===== config.mk =====
export PLATFORM = sky130hd
export DESIGN_NAME = arp_request
export DESIGN_NICKNAME = d
export VERILOG_FILES = /design/src/rtl/arp_pkg.sv /design/src/rtl/arp_request.sv
export SDC_FILE = /design/constraint.sdc
export NUM_CORES = 1
export LEC_CHECK = 0
export ABC_CLOCK_PERIOD_IN_PS = 4200
export CORE_AREA = 2 2 101 142
export DETAILED_ROUTE_END_ITERATION = 10
export DIE_AREA = 0 0 103 144
export PLACE_DENSITY = 0.84
export SETUP_SLACK_MARGIN = 0.02
export SYNTH_ARGS = -nofsm -noshare
export SYNTH_HDL_FRONTEND = slang
export SYNTH_SLANG_ARGS = --single-unit

===== constraint.sdc =====
create_clock -name clk -period 4.2 [get_ports clk]
set_input_delay 0.42 -clock clk [delete_from_list [all_inputs] [get_ports clk]]
set_output_delay 0.42 -clock clk [all_outputs]
set_load 0.005 [all_outputs]

===== src/rtl/arp_pkg.sv =====
// arp_pkg: ARP request constants, FSM states and payload byte selection.
package arp_pkg;

    localparam logic [15:0] ARP_HTYPE        = 16'h0001;
    localparam logic [15:0] ARP_PTYPE        = 16'h0800;
    localparam logic [15:0] ARP_OPER_REQUEST = 16'h0001;
    localparam logic [15:0] ETHERTYPE_ARP    = 16'h0806;
    localparam logic [7:0]  ARP_HLEN         = 8'd6;
    localparam logic [7:0]  ARP_PLEN         = 8'd4;
    localparam int          ARP_PAYLOAD_LEN  = 28;

    typedef enum logic [1:0] {IDLE, SEND, WAIT, DONE} arp_state_t;

    // Byte idx of the 28-byte request payload, MSB-first.
    function automatic logic [7:0] payload_byte(input logic [4:0] idx, input logic [47:0] sha,
                                                input logic [31:0] spa, input logic [31:0] tpa);
        logic [223:0] frame;
        frame = {ARP_HTYPE, ARP_PTYPE, ARP_HLEN, ARP_PLEN, ARP_OPER_REQUEST, sha, spa, 48'd0, tpa}
                << {idx, 3'b000};
        return frame[223:216];
    endfunction

endpackage


===== src/rtl/arp_request.sv =====
// arp_request: broadcasts ARP requests for a target IP and waits, with retries, for the reply.
module arp_request
    import arp_pkg::*;
#(
    parameter logic [47:0] MAC_ADDR       = 48'hDEADBEEFCAFE,
    parameter logic [31:0] IP_ADDR        = 32'h69696969,
    parameter int          TIMEOUT_CYCLES = 125000000,
    parameter int          MAX_RETRIES    = 3
) (
    input  logic        clk,
    input  logic        rst,
    input  logic        req_valid,
    output logic        req_ready,
    input  logic [31:0] req_tpa,
    output logic        tx_en,
    output logic [47:0] mac_dest,
    output logic [15:0] ethertype,
    input  logic        en,
    output logic        ovalid,
    output logic [7:0]  dout,
    input  logic        rsp_valid,
    input  logic [47:0] rsp_sha,
    input  logic [31:0] rsp_spa,
    output logic        res_valid,
    output logic        res_fail,
    output logic [47:0] res_mac
);

    localparam int TW = TIMEOUT_CYCLES > 1 ? $clog2(TIMEOUT_CYCLES) : 1;
    localparam int RW = MAX_RETRIES > 0 ? $clog2(MAX_RETRIES + 1) : 1;

    arp_state_t    state, state_nxt;
    logic [4:0]    idx;
    logic [TW-1:0] timer;
    logic [RW-1:0] retries;
    logic [31:0]   tpa;
    logic          fail;
    logic          last, match, expired, can_retry;

    always_comb begin
        last      = state == SEND && en && idx == 5'(ARP_PAYLOAD_LEN - 1);
        match     = state == WAIT && rsp_valid && rsp_spa == tpa;
        expired   = state == WAIT && timer == TW'(TIMEOUT_CYCLES - 1);
        can_retry = retries < RW'(MAX_RETRIES);
    end

    always_ff @(posedge clk or negedge rst)
        if (!rst) state <= IDLE;
        else state <= state_nxt;

    always_comb begin
        state_nxt = state;
        case (state)
            IDLE:    state_nxt = req_valid ? SEND : IDLE;
            SEND:    state_nxt = last ? WAIT : SEND;
            WAIT:    state_nxt = match ? DONE : expired ? (can_retry ? SEND : IDLE) : WAIT;
            default: state_nxt = IDLE;
        endcase
    end

    always_ff @(posedge clk or negedge rst)
        if (!rst) begin
            idx     <= '0;
            timer   <= '0;
            retries <= '0;
            tpa     <= '0;
            fail    <= 1'b0;
            res_mac <= '0;
        end else begin
            fail  <= 1'b0;
            timer <= state == WAIT ? timer + TW'(1) : '0;
            if (state == IDLE && req_valid) begin
                tpa     <= req_tpa;
                retries <= '0;
                idx     <= '0;
                res_mac <= '0;
            end
            if (state == SEND && en) idx <= last ? 5'd0 : idx + 5'd1;
            // A reply landing on the timeout cycle wins over the retry/fail path.
            if (match) res_mac <= rsp_sha;
            else if (expired) begin
                if (can_retry) retries <= retries + RW'(1);
                else fail <= 1'b1;
            end
        end

    always_comb begin
        req_ready = state == IDLE;
        tx_en     = state == SEND;
        ovalid    = tx_en;
        dout      = ovalid ? payload_byte(idx, MAC_ADDR, IP_ADDR, tpa) : 8'd0;
        mac_dest  = tx_en ? 48'hFFFFFFFFFFFF : 48'd0;
        ethertype = tx_en ? ETHERTYPE_ARP : 16'd0;
        res_valid = state == DONE;
        res_fail  = fail;
    end

endmodule


==> flow_metrics.env <==
export IMPL_placement_rows=51
export IMPL_route_antenna_remaining_nets=0
export IMPL_syn_mean_instance_area_um2=10.2
export IMPL_fill_cells=1017
export IMPL_port_buffers=228
export IMPL_ys_top_cells_by_area="dfrtp_1 45%, mux2i_1 8.0%, buf_4 7.9%"
export IMPL_final_setup_viol_count=0
export IMPL_synth_flop_cell="dfrtp_1"
export IMPL_max_slew_worst_pin_slew_ns=0.982
export IMPL_gr_usage_all_layers_pct=22.9
export IMPL_detail_route_drc_violations=0
export IMPL_required_ns=3.78
export IMPL_final_period_utilization_pct=76.3
export IMPL_post_synth_instance_area_um2=6490
export IMPL_layout_nets=936
export IMPL_gr_total_overflow=0
export IMPL_post_place_ws_ns=1.24
export IMPL_synthesis_instances=637
export IMPL_mostFrequentLayoutCells="227 x clkdlybuf4s50_1, 117 x dfrtp_1, 67 x nand2_1"
export IMPL_io_pin_count=242
export IMPL_crit_type="reg2out"
export IMPL_cts_setup_buffers=0
export IMPL_cts_tree="done"
export IMPL_grt_start_max_net_pins=59
export IMPL_clkSinkCount=117
export IMPL_clock_insertion_delay_worst_skew_ns=0.42
export IMPL_power_uw=2810
export IMPL_synthArstFlopShare_pct=100
export IMPL_post_synth_edffs=0
export IMPL_routedWlPerCell_um=16.3
export IMPL_first_global_vias=5192
export IMPL_timing_max_transition_violations_final=0
export IMPL_layout_setup_ws_ns=0.994
export IMPL_detail_route_iter0_violations=258
export IMPL_unrepaired_setup_endpoints_after_global_routing="false"
export IMPL_fmax_ghz=0.312
export IMPL_critPathMaxStageDelay_ns=0.80
export IMPL_synth_top_cell_area_share_pct=45.1
export IMPL_h_tree_depth=4
export IMPL_fp_dieH_um=144
export IMPL_grt_first_pass_wirelength_um=25800
export IMPL_via_per_inst=5.13
export IMPL_cp_cell_sequence="inv_1 > ha_1 > nor2b_1 > o32a_1 > nor2_1 > clkdlybuf4s50_1"
export IMPL_final_layout_size_suffix_gt1_share_pct=10.0
export IMPL_timing_max_slew_rel_slack_pct=34.5
export IMPL_first_pass_iters=4
export IMPL_multi_input_comb_area_um2=2770
export IMPL_yosysWarningCount=0
export IMPL_vdd_drop_max_mv=0.285
export IMPL_cp_arrival_ns=2.79
export IMPL_tns_ns=0
export IMPL_cp_slowest_cell="dfrtp_1"
export IMPL_finalHoldViolCount=0
export IMPL_syn_to_final_growth_pct=40.6
export IMPL_synth_largest_area_cell="dfrtp_1"
export IMPL_final_seq_area_um2=2930
export IMPL_postLayoutCoreUtil_pct=66.9
export IMPL_die_area_um2=14800
export IMPL_synth_seq_area_share_pct=45.1
export IMPL_final_cell_count_no_fill=1012
export IMPL_mostFrequentLayoutCell="clkdlybuf4s50_1"
export IMPL_gp_congestion=0.846
export IMPL_grt_antenna_before_repair=1
export IMPL_dieWidth_um=103
export IMPL_dp_hpwl_um=12100
export IMPL_final_min_clock_period_ns=3.21
export IMPL_crit_path_start_kind="flip-flop"
export IMPL_worst_path_max_fanout=16
export IMPL_worst_r2r_cell_count=6
export IMPL_root_buffer="clkbuf_16"
export IMPL_start_util_pct=47.6
export IMPL_status="complete, no violations"
export IMPL_cts_max_path_buffers=2
export IMPL_crit_path_end_kind="primary output"
export IMPL_routed_wl_um=16500
export IMPL_worst_clock_skew_ns=0.00984
export IMPL_drv_max_cap_violation_count=0
export IMPL_power_density_nw_per_um2=307
export IMPL_p_leak_uw=0.00404
export IMPL_cts_made_buffers=17
export IMPL_hold_path_class="in2async"
export IMPL_postSynthRegisterBits=117
export IMPL_clkTransAtPathRegs_ns=0.06
export IMPL_synth_lib_cells_used_distinct=45
export IMPL_floorplan_core_area_um2=13700
export IMPL_place_detailed_instances=978
export IMPL_vias=5193
synthesized netlist by cell type (10+ instances only):
cell and n:
clkbuf_1 16, xor2_1 34, nor2_1 36, nor3_1 11
nand3_1 10, inv_1 61, xnor2_1 19, o21ai_0 11
mux2_2 33, a21oi_1 15, buf_4 68, mux2i_1 52
nand2_1 68, dfrtp_1 117
worst max-delay path, delay by kind of cell (launching register included):
family                   cells  cell delay [ns]
flip-flops                   1             0.80
AND/OR/NAND/NOR              2             0.25
buffers and inverters        2             0.67
AO/OA/AOI/OAI                1             0.31
adder cells (fa/ha/maj)      1             0.34
metrics by stage:
step	hold WS (ns)	instance area, µm²
2_1_floorplan	0.124	6540
3_3_place_gp	0.347	8500
3_5_place_dp	0.347	8500
4_1_cts	0.452	9130
5_1_grt	0.488	9130
6_report	0.454	9130
layout make-up:
type	instances	share of cell area, %
multi-input combinational	381	30.4
tap	185	2.53
clock inverter	11	1.64
clock buffer	21	5.15
sequential	117	32.1
antenna	1	0.0274
timing repair buffer	235	25.7
inverter	61	2.51
power breakdown:
part           internal (µW)  leakage, µW  switching (µW)
logic                    109      0.00213            59.4
registers               1130      0.00162            1.64
clock network            980     0.000288             526
cells by family after synthesis:
| family | share of synthesized area [%] |
|---|---|
| flops | 45.1 |
| mux | 16.5 |
| fa+ha+maj | 1.16 |
| buf+inv | 12.9 |
| xor+xnor | 7.15 |
| simple gates | 13.2 |
| other cells | 0.0577 |
| compound gates | 3.87 |
metal layers:
metal  GRT usage (%)  wire (µm)
met2            38.0       8280
met5               0          0
met3            6.72       1240
met4            12.0        731
met1            26.4       6230
registers in the layout (all words and copies together) (netlist names):
name and cells:
res_mac 48, tpa 32, timer 27, idx 5
retries 2, state 2, res_fail 1
path summary, 6_finish.rpt:
check / start / to / slack, ns
min reg2reg: timer[0]$_DFF_PN0_ / timer[0]$_DFF_PN0_ / 0.51
max: idx[0]$_DFFE_PN0P_ / dout[6] / 0.99
max reg2reg: tpa[28]$_DFFE_PN0P_ / res_mac[4]$_DFFE_PN0P_ / 1.66
max in group asynchronous: rst / res_mac[16]$_DFFE_PN0P_ / 2.71
min in group clk: timer[0]$_DFF_PN0_ / timer[0]$_DFF_PN0_ / 0.51
min: rst / res_mac[27]$_DFFE_PN0P_ / 0.45
repair_timing:
item | 4_1_cts | 5_1_grt
endpoints found under the hold margin | 24 | 0
setup endpoints to repair | 0 | 0
resized for setup | 0 | 0
hold buffers | 1 | 0
(Power assumes the default switching activity.)
